File: src/rtl/cla_pkg.sv
// Carry-lookahead building blocks shared by the pipelined adder/subtractor.
// Purely combinational: zero latency.
// No flow control of its own; callers own the handshake.
package cla_pkg;

    localparam int CLA_GROUP_W = 4;

    // Generate/propagate pair of one lookahead group.
    typedef struct packed {
        logic g;
        logic p;
    } gp_t;

    // Result of one 4-wide lookahead: carry out of each position plus group G/P.
    typedef struct packed {
        logic [CLA_GROUP_W-1:0] c;
        logic                   gout;
        logic                   pout;
    } cla4_t;

    // c[i] is the carry out of position i; gout/pout summarise the whole group
    // independently of cin so the same function serves both lookahead levels.
    function automatic cla4_t cla_carries4(input logic [3:0] g,
                                           input logic [3:0] p,
                                           input logic       cin);
        cla4_t r;
        r.c[0] = g[0] | (p[0] & cin);
        r.c[1] = g[1] | (p[1] & g[0]) | (p[1] & p[0] & cin);
        r.c[2] = g[2] | (p[2] & g[1]) | (p[2] & p[1] & g[0])
               | (p[2] & p[1] & p[0] & cin);
        r.gout = g[3] | (p[3] & g[2]) | (p[3] & p[2] & g[1])
               | (p[3] & p[2] & p[1] & g[0]);
        r.pout = &p;
        r.c[3] = r.gout | (r.pout & cin);
        return r;
    endfunction

endpackage

File: src/rtl/cla_adder_pipe_if.sv
// Operand and result streams of the pipelined CLA adder/subtractor.
// No logic, no latency.
// in_valid/in_ready and out_valid/out_ready are independent valid/ready pairs.
interface cla_adder_pipe_if #(
    parameter int WIDTH = 32
);
    logic             in_valid;
    logic             in_ready;
    logic [WIDTH-1:0] a;
    logic [WIDTH-1:0] b;
    logic             cin;
    logic             sub;
    logic             out_valid;
    logic             out_ready;
    logic [WIDTH-1:0] sum;
    logic             cout;
    logic             ovf;
    logic             zero;

    // Producer of operands / consumer of results.
    modport master (
        output in_valid, a, b, cin, sub, out_ready,
        input  in_ready, out_valid, sum, cout, ovf, zero
    );

    // The adder itself.
    modport slave (
        input  in_valid, a, b, cin, sub, out_ready,
        output in_ready, out_valid, sum, cout, ovf, zero
    );
endinterface

File: src/rtl/cla_group4.sv
// One 4-bit lookahead group: bit carries plus group generate/propagate.
// Combinational, zero latency.
// No flow control; evaluated every cycle from the stage register it reads.
module cla_group4
    import cla_pkg::*;
(
    input  logic [3:0] g,
    input  logic [3:0] p,
    input  logic       cin,
    output logic [3:0] cout,
    output logic       gout,
    output logic       pout
);
    cla4_t res;

    assign res  = cla_carries4(g, p, cin);
    assign cout = res.c;
    assign gout = res.gout;
    assign pout = res.pout;
endmodule

File: src/rtl/cla_adder_pipe.sv
// Two-level carry-lookahead adder/subtractor, WIDTH bits as WIDTH/4 groups.
// Latency 2 cycles from input acceptance to out_valid; 1 beat/cycle throughput.
// Elastic: a stalled output holds both stages; in_ready = !v1 || !v2 || out_ready.
module cla_adder_pipe
    import cla_pkg::*;
#(
    parameter int WIDTH = 32
) (
    input  logic            clk,
    input  logic            rst_n,
    cla_adder_pipe_if.slave bus
);
    localparam int GROUPS = WIDTH / CLA_GROUP_W;
    localparam int NCHUNK = (GROUPS + 3) / 4;

    if ((WIDTH % CLA_GROUP_W) != 0 || WIDTH < 4 || WIDTH > 64) begin : g_bad_width
        $error("cla_adder_pipe: WIDTH must be a multiple of 4 in the range 4..64");
    end

    // ---------------- handshake ----------------
    logic v1, v2;
    logic adv1, adv2;

    assign adv2          = !v2 || bus.out_ready;
    assign adv1          = !v1 || adv2;
    assign bus.in_ready  = adv1;
    assign bus.out_valid = v2;

    // ---------------- stage 1: bit and group generate/propagate ----------------
    logic [WIDTH-1:0]  b_eff, p_in, g_in;
    gp_t [GROUPS-1:0]  grp_in;
    logic              s1_c_unused;

    // Subtraction folds into the adder as a + ~b + 1; group G/P does not need carries.
    always_comb begin
        cla4_t r;
        r           = '0;
        b_eff       = bus.sub ? ~bus.b : bus.b;
        p_in        = bus.a ^ b_eff;
        g_in        = bus.a & b_eff;
        grp_in      = '0;
        s1_c_unused = 1'b0;
        for (int k = 0; k < GROUPS; k++) begin
            r            = cla_carries4(g_in[4*k +: 4], p_in[4*k +: 4], 1'b0);
            grp_in[k].g  = r.gout;
            grp_in[k].p  = r.pout;
            s1_c_unused ^= ^r.c;
        end
    end

    logic [WIDTH-1:0] p1, g1;
    gp_t [GROUPS-1:0] grp1;
    logic             c0_1, a_msb1, b_msb1;

    // Stage-1 occupancy: bubbles load as v1 = 0.
    always_ff @(posedge clk or negedge rst_n) begin
        if (!rst_n) begin
            v1 <= 1'b0;
        end else if (adv1) begin
            v1 <= bus.in_valid;
        end
    end

    // Stage-1 data loads only for a real beat so idle cycles do not toggle it.
    always_ff @(posedge clk) begin
        if (adv1 && bus.in_valid) begin
            p1     <= p_in;
            g1     <= g_in;
            grp1   <= grp_in;
            c0_1   <= bus.sub | bus.cin;
            a_msb1 <= bus.a[WIDTH-1];
            b_msb1 <= b_eff[WIDTH-1];
        end
    end

    // ---------------- stage 2: group carries, bit carries, flags ----------------
    logic [GROUPS-1:0] grp_cin;
    logic              la_unused;

    // Second-level lookahead: groups taken four at a time, chunks chained by carry.
    always_comb begin
        logic [4*NCHUNK-1:0] gg, pp;
        logic [4*NCHUNK:0]   cc;
        cla4_t               r;
        gg        = '0;
        pp        = '0;
        cc        = '0;
        r         = '0;
        la_unused = 1'b0;
        for (int k = 0; k < GROUPS; k++) begin
            gg[k] = grp1[k].g;
            pp[k] = grp1[k].p;
        end
        cc[0] = c0_1;
        for (int j = 0; j < NCHUNK; j++) begin
            r               = cla_carries4(gg[4*j +: 4], pp[4*j +: 4], cc[4*j]);
            cc[4*j+1 +: 4]  = r.c;
            la_unused      ^= r.gout ^ r.pout;
        end
        grp_cin    = cc[GROUPS-1:0];
        la_unused ^= ^cc[4*NCHUNK:GROUPS];
    end

    logic [WIDTH-1:0]  bit_cout;
    logic [GROUPS-1:0] grp_gout_unused, grp_pout_unused;

    for (genvar k = 0; k < GROUPS; k++) begin : g_grp
        cla_group4 u_grp (
            .g    (g1[4*k +: 4]),
            .p    (p1[4*k +: 4]),
            .cin  (grp_cin[k]),
            .cout (bit_cout[4*k +: 4]),
            .gout (grp_gout_unused[k]),
            .pout (grp_pout_unused[k])
        );
    end

    logic [WIDTH-1:0] carry_in, sum_nxt;
    logic             ovf_nxt;

    assign carry_in = {bit_cout[WIDTH-2:0], c0_1};
    assign sum_nxt  = p1 ^ carry_in;
    // Same-sign operands giving an opposite-sign result: equals carry-in ^ carry-out of the MSB.
    assign ovf_nxt  = (a_msb1 ~^ b_msb1) & (sum_nxt[WIDTH-1] ^ a_msb1);

    logic [WIDTH-1:0] sum_q;
    logic             cout_q, ovf_q, zero_q;

    // Stage-2 occupancy follows stage 1 whenever the output side can take it.
    always_ff @(posedge clk or negedge rst_n) begin
        if (!rst_n) begin
            v2 <= 1'b0;
        end else if (adv2) begin
            v2 <= v1;
        end
    end

    // Result registers: held while stalled, loaded only from a valid stage 1.
    always_ff @(posedge clk or negedge rst_n) begin
        if (!rst_n) begin
            sum_q  <= '0;
            cout_q <= 1'b0;
            ovf_q  <= 1'b0;
            zero_q <= 1'b0;
        end else if (adv2 && v1) begin
            sum_q  <= sum_nxt;
            cout_q <= bit_cout[WIDTH-1];
            ovf_q  <= ovf_nxt;
            zero_q <= ~|sum_nxt;
        end
    end

    assign bus.sum  = sum_q;
    assign bus.cout = cout_q;
    assign bus.ovf  = ovf_q;
    assign bus.zero = zero_q;
endmodule

File: src/flat_wrapper.sv
// flat-port wrapper written by rule: the top's interface ports become plain ports
module cla_adder_pipe_flat import cla_pkg::*;
#(
    parameter int WIDTH = 32
)
  (clk, rst_n, bus_in_valid, bus_a, bus_b, bus_cin, bus_sub, bus_out_ready, bus_in_ready, bus_out_valid, bus_sum, bus_cout, bus_ovf, bus_zero);
  cla_adder_pipe_if #(.WIDTH(WIDTH)) bus_i ();
  input  logic clk;
  input  logic rst_n;
  input wire logic [$bits(bus_i.in_valid)-1:0] bus_in_valid;
  input wire logic [$bits(bus_i.a)-1:0] bus_a;
  input wire logic [$bits(bus_i.b)-1:0] bus_b;
  input wire logic [$bits(bus_i.cin)-1:0] bus_cin;
  input wire logic [$bits(bus_i.sub)-1:0] bus_sub;
  input wire logic [$bits(bus_i.out_ready)-1:0] bus_out_ready;
  output wire logic [$bits(bus_i.in_ready)-1:0] bus_in_ready;
  output wire logic [$bits(bus_i.out_valid)-1:0] bus_out_valid;
  output wire logic [$bits(bus_i.sum)-1:0] bus_sum;
  output wire logic [$bits(bus_i.cout)-1:0] bus_cout;
  output wire logic [$bits(bus_i.ovf)-1:0] bus_ovf;
  output wire logic [$bits(bus_i.zero)-1:0] bus_zero;
  assign bus_i.in_valid = bus_in_valid;
  assign bus_i.a = bus_a;
  assign bus_i.b = bus_b;
  assign bus_i.cin = bus_cin;
  assign bus_i.sub = bus_sub;
  assign bus_i.out_ready = bus_out_ready;
  assign bus_in_ready = bus_i.in_ready;
  assign bus_out_valid = bus_i.out_valid;
  assign bus_sum = bus_i.sum;
  assign bus_cout = bus_i.cout;
  assign bus_ovf = bus_i.ovf;
  assign bus_zero = bus_i.zero;
  cla_adder_pipe #(.WIDTH(WIDTH)) u_core (.clk(clk), .rst_n(rst_n), .bus(bus_i));
endmodule
File: config.mk
export PLATFORM = sky130hd
export DESIGN_NAME = cla_adder_pipe_flat
export DESIGN_NICKNAME = d
export VERILOG_FILES = /design/src/rtl/cla_pkg.sv /design/src/rtl/cla_adder_pipe_if.sv /design/src/rtl/cla_group4.sv /design/src/rtl/cla_adder_pipe.sv /design/src/flat_wrapper.sv
export SDC_FILE = /design/constraint.sdc
export NUM_CORES = 1
export LEC_CHECK = 0
export CAP_MARGIN = 10
export CORE_UTILIZATION = 53
export DETAILED_ROUTE_END_ITERATION = 10
export PLACE_DENSITY = 0.81
export SLEW_MARGIN = 20
export SYNTH_ARGS = -nofsm -noshare
export SYNTH_HDL_FRONTEND = slang
export SYNTH_SLANG_ARGS = --single-unit
File: constraint.sdc
create_clock -name clk -period 3.4 [get_ports clk]
set_input_delay 0.34 -clock clk [delete_from_list [all_inputs] [get_ports clk]]
set_output_delay 0.34 -clock clk [all_outputs]
set_load 0.02 [all_outputs]
* Word-level counts from Yosys, hierarchy flattened
Cells that the tools add are included.
** Word-level totals
- Bits in registers :: 118
- Input bits :: 70
- Output and inout bits :: 37
- Word-level logic and storage cells :: 354
** Operators by class
- Mux-type cells :: 1
- Bitwise gates (word level) :: 304
- Reduce and logical (&&, ||, !) cells :: 24
** Operators with widths (count)
- $and 1x1->1 :: 180
- $or 1x1->1 :: 118
- $reduce_and 4->1 :: 16
- $xor 32x32->32 :: 2
- $and 32x32->32 :: 1
- $mux 32 :: 1
- $not 32->32 :: 1
- $reduce_or 32->1 :: 1
- $logic_not 1->1 :: 3
- $logic_and 1x1->1 :: 2
- $logic_or 1x1->1 :: 2
- $xnor 1x1->1 :: 1
- $xor 1x1->1 :: 1

* Longest topological paths before layout
- Depth in word-level cells :: 12
- Gate-level depth with buffers :: 8
- Depth with buffers taken out :: 8

* Modules after synthesis
From an unflattened synthesis, not the netlist that was laid out.
** Unflattened totals
- Cells, all modules :: 444
- Area, all modules :: 5610.4 um^2
** By module, submodules not included
- cla_adder_pipe :: times used 1, cells an instance 364, area an instance 5129.9 um^2, seq. area each 3358.2 um^2
- cla_group4 :: times used 8, cells an instance 10, area an instance 60.1 um^2, seq. area each 0.0 um^2

* Worst setup path before layout
OpenSTA, ideal clock, no wires.
- Path type :: register -> register
- From :: register u_core.v2, in the netlist u_core.bus.out_valid
- To :: register u_core.a_msb1 (enable)
- Library setup time :: 0.448 ns
- Arrival time :: 2.670 ns
- Required time :: 2.952 ns
- Setup slack :: 0.282 ns
- Stages on the path, launching flop included :: 3
- Path buffers :: 0
- Period minus slack after synthesis :: 3.118 ns
- Cells stage by stage :: dfrtp_1 > nand3b_1 > and2_1
** On the way
- Word-level cells in the longest chain between the ends :: 4
** Ends and longest elaborated chain
- start, declared :: RTL line cla_adder_pipe.sv:21 : logic v1, v2;
- start signal, assigned :: RTL line cla_adder_pipe.sv:134 : v2 <= v1;
- $logic_not 1->1 :: RTL line cla_adder_pipe.sv:24 : assign adv2 = !v2 || bus.out_ready;
- $logic_or 1x1->1 :: RTL line cla_adder_pipe.sv:24
- $logic_or 1x1->1 :: RTL line cla_adder_pipe.sv:25 : assign adv1 = !v1 || adv2;
- named net bus_in_ready :: RTL line flat_wrapper.sv:16 : output wire logic [$bits(bus_i.in_ready)-1:0] bus_in_ready;
- $logic_and 1x1->1 :: RTL line cla_adder_pipe.sv:66 : if (adv1 && bus.in_valid) begin
- end signal, assigned :: RTL line cla_adder_pipe.sv:71 : a_msb1 <= bus.a[WIDTH-1];
- end, declared :: RTL line cla_adder_pipe.sv:53 : logic c0_1, a_msb1, b_msb1;
The timed path passes the listed nets, and every way through them passes these cells.
A chain may end at the register's enable or synchronous reset.

* Worst setup path after layout
- From :: register u_core.c0_1
- To :: register u_core.zero_q, in the netlist u_core.bus.zero
** On the way
- Word-level cells in the longest chain between the ends :: 9
- Elaborated cells on any way between the ends :: 79
- Classes of those cells :: bitwise (77); reduce/logical (2)
** Ends and longest elaborated chain
- start, declared :: RTL line cla_adder_pipe.sv:53
- start signal, assigned :: RTL line cla_adder_pipe.sv:70 : c0_1 <= bus.sub | bus.cin;
- $and 1x1->1 :: RTL line cla_pkg.sv:34 : r.c[3] = r.gout | (r.pout & cin);
- $or 1x1->1 :: RTL line cla_pkg.sv:34
- $and 1x1->1, on equally long branches :: RTL line cla_pkg.sv:27, cla_pkg.sv:28, cla_pkg.sv:30
- $or 1x1->1, on equally long branches :: RTL line cla_pkg.sv:27, cla_pkg.sv:28, cla_pkg.sv:30
- $and 1x1->1, on equally long branches
- $or 1x1->1, on equally long branches
- $xor 32x32->32 * :: RTL line cla_adder_pipe.sv:122 : assign sum_nxt = p1 ^ carry_in;
- $reduce_or 32->1 * :: RTL line cla_adder_pipe.sv:149 : zero_q <= ~|sum_nxt;
- $logic_not 1->1 * :: RTL line cla_adder_pipe.sv:149
- end signal, assigned :: RTL line cla_adder_pipe.sv:149
- end, declared :: RTL line cla_adder_pipe.sv:127 : logic cout_q, ovf_q, zero_q;
Every way passes the cells marked *; elsewhere a longest branch is shown, timed or not.

==> metrics.md <==
| Metric | Value |
|---|---|
| Status | finished, final reports clean |
| Ratio of cells with drive above 1 in the final layout | 0.135 |
| FF+latch count, synth | 118 |
| Antenna violations before repair | 0 |
| Crit path cell chain | a21o_1 -> nand4_1 -> a211oi_2 -> o41ai_2 -> xnor2_1 -> nor4_1 -> and4_1 -> a32o_1 |
| Row Count | 37 |
| Via Count | 4005 |
| Worst-margin pin slew | 0.907 ns |
| Netlist cell types | 58 |
| R2R cell count | 8 |
| DR vias/cell | 5.68 |
| Io pins | 107 |
| Origin of the critical flop-to-flop path | u_core.c0_1 |
| Syn nets | 540 |
| Wire per inst | 18.2 um |
| Final setup TNS | 0 ns |
| Layout area overhead | 30.6% |
| Fin. max-slew vios | 0 |
| # diodes | 0 |
| Layout Nets | 659 |
| Routed Antenna Nets | 0 |
| Gr ovfl total | 0 |
| Class of the most critical setup path | reg -> reg |
| Crit path largest cell delay | 0.44 ns |
| Top FF cell, synth | edfxtp_1 |
| CTS tree | built |
| GRT Overall Usage | 0.240 |
| Most common cell after layout, fill and taps aside | clkdlybuf4s50_1 |
| Post-Syn Instances | 437 |
| Sink Count | 118 |
| Initial Util | 0.554 |
| H-tree levels | 4 |
| Leakage | 0.00293 uW |
| Final HPWL DP | 9270 um |
| Skew final | 0.00582 ns |
| Routed WL | 12900 um |
| Number of DRC markers in iteration 0 | 184 |
| GP Congestion | 0.936 |
| Register Area | 3360 sq um |
| R2r endpoint | u_core.bus.zero |
| Filler cells | 715 |
| Post-synthesis sequential area ratio | 0.582 |
| CTS clock-pin slew for the worst setup and hold paths | 0.06 ns |
| Worst VDD drop | 323 uV |
| R2R setup slack | 0.85 ns |
| Min-Delay Path Class | in -> reg |
| Clock Root Buffer | clkbuf_8 |
| Final Hold Fails | 0 |
| Avg Inst Size Synth | 13.2 sq um |
| Smallest hold slack | 0.453 ns |
| Setup crit start | u_core.c0_1 |
| Later-pin clock latency in the skew report | 0.51 ns |
| Final setup violation count | 0 |
| Crit. End Element | flip-flop |
| Die width | 106 um |
| Critical path endpoint | u_core.bus.zero |
| Crit path time final | 2.55 ns |
| Slowest cell on the critical path | edfxtp_1 |
| EDFF count, synth | 81 |
| Largest net degree at the start of global routing | 82 |
| PortBufs | 106 |
| Crit path DAT | 2.95 ns |
| Die area | 11300 sq um |
| Fmax | 392 MHz |
| Max_cap viols | 0 |
| Global-route wire length before repair | 20400 um |
| Post-synth ARST share | 0.314 |
| Synthesized cell area | 5770 sq um |
| RSZ-0062 raised after global routing | no |
| Startpoint Class | flip-flop |
| CTS Buf Count | 17 |
| First-pass iteration count of the detailed router | 5 |
| WHS Path Cells | 1 |
| Highest-count cells in the layout ignoring fill and taps | clkdlybuf4s50_1, edfxtp_1, dfrtp_1 |
| Util after Layout | 0.723 |
| Drc violations | 0 |
| Yosys warns | 0 |
| Pwr Density | 625 nW/um^2 |
| CP max FO | 5 |
| Bufs on Longest Clock Path | 2 |
| Vias in the first global route | 4127 |
| Post-place setup slack | 0.892 ns |
| Worst Setup Slack, final | 0.847 ns |
| Period utilization | 0.751 |
| Area of the multi-input gates | 2340 sq um |
| CORE AREA | 10400 sq um |
| Required time of the critical path | 3.80 ns |
| Slew HR | 0.395 |
| Die height | 106 um |
[registers in the layout, summed over array words and instances, names as in the netlist, 14 cells and up]
name            cells
u_core.bus.sum     32
u_core.g1          32
u_core.grp1        14
u_core.p1          32
[critical path, delay by kind of cell (launching register included)]
kind / cells / cell delay (ns)
DFF: 1 / 0.44
and+or+nand+nor: 3 / 0.54
xor gates and xnor gates: 1 / 0.36
AOI/OAI and AO/OA: 4 / 1.08
[cells in the mapped netlist, drive strengths merged, types with 5 or more instances]
master,instances,area (sq um)
a21o,6,46.3
mux2,22,248
nand2,25,96.4
a21oi,23,126
nor2,22,90.1
xor2,35,307
dfrtp,37,926
clkbuf,6,42.5
inv,5,18.8
and4,11,96.3
edfxtp,81,2430
ha,33,413
nor2b,8,50.1
nand3,5,25.0
xnor2,18,158
nand2b,11,68.8
o21ai,25,125
nor4,5,31.3
[through the flow]
step                      area [sq um]  total power, uW  std cells
after global placement            6960             3020        672
after global routing              7530             4890        705
final                             7530             4710        705
after detailed placement          6960             3060        672
after CTS                         7530             4730        705
after floorplan                   5770             2540        437
[routing by layer]
| layer | part of all wire | track usage | vias to the layer above |
|---|---|---|---|
| met2 | 0.53 | 0.430 | 153 |
| met4 | 0.024 | 0.101 | 0 |
| li1 | - | - | 1879 |
| met1 | 0.39 | 0.283 | 1946 |
| met5 | 0 | 0 | - |
| met3 | 0.055 | 0.0405 | 27 |
[cell type report]
type | instances | share of cell area
inverter | 5 | 0.00249
clock buffer | 19 | 0.0560
multi-input combinational | 305 | 0.310
clock inverter | 13 | 0.0178
sequential | 118 | 0.446
tap | 136 | 0.0226
timing repair buffer | 109 | 0.145
[power by group]
group	switching, uW	total, uW	internal, uW
combinational	550	1090	543
clock	618	1650	1040
sequential	166	1960	1790
total	1330	4710	3370
[logic make-up after synthesis]
logic type,Yosys count,share of synthesized area
buf+inv,14,0.0126
compound gates,85,0.102
simple gates,112,0.108
xor+xnor,53,0.0805
mux,22,0.0430
fa+ha+maj,33,0.0716
flops,118,0.582
[worst min-delay path by stage]
stage | startpoint | end | slack, ns
CTS | bus_a[31] | u_core.a_msb1 | 0.44
global placement | u_core.bus.sum[7] | u_core.bus.sum[7] | 0.46
finish | bus_a[31] | u_core.a_msb1 | 0.45
floorplan | rst_n | u_core.bus.cout | 0.04
global route | bus_a[31] | u_core.a_msb1 | 0.45
detailed placement | u_core.bus.sum[2] | u_core.bus.sum[2] | 0.48
[repair_timing]
action,4_1_cts,5_1_grt
hold endpoints to repair,37,0
buffers inserted,0,0
gates resized for setup,0,0
hold buffers,1,0
No activity file was read; power rests on OpenSTA's default activity.
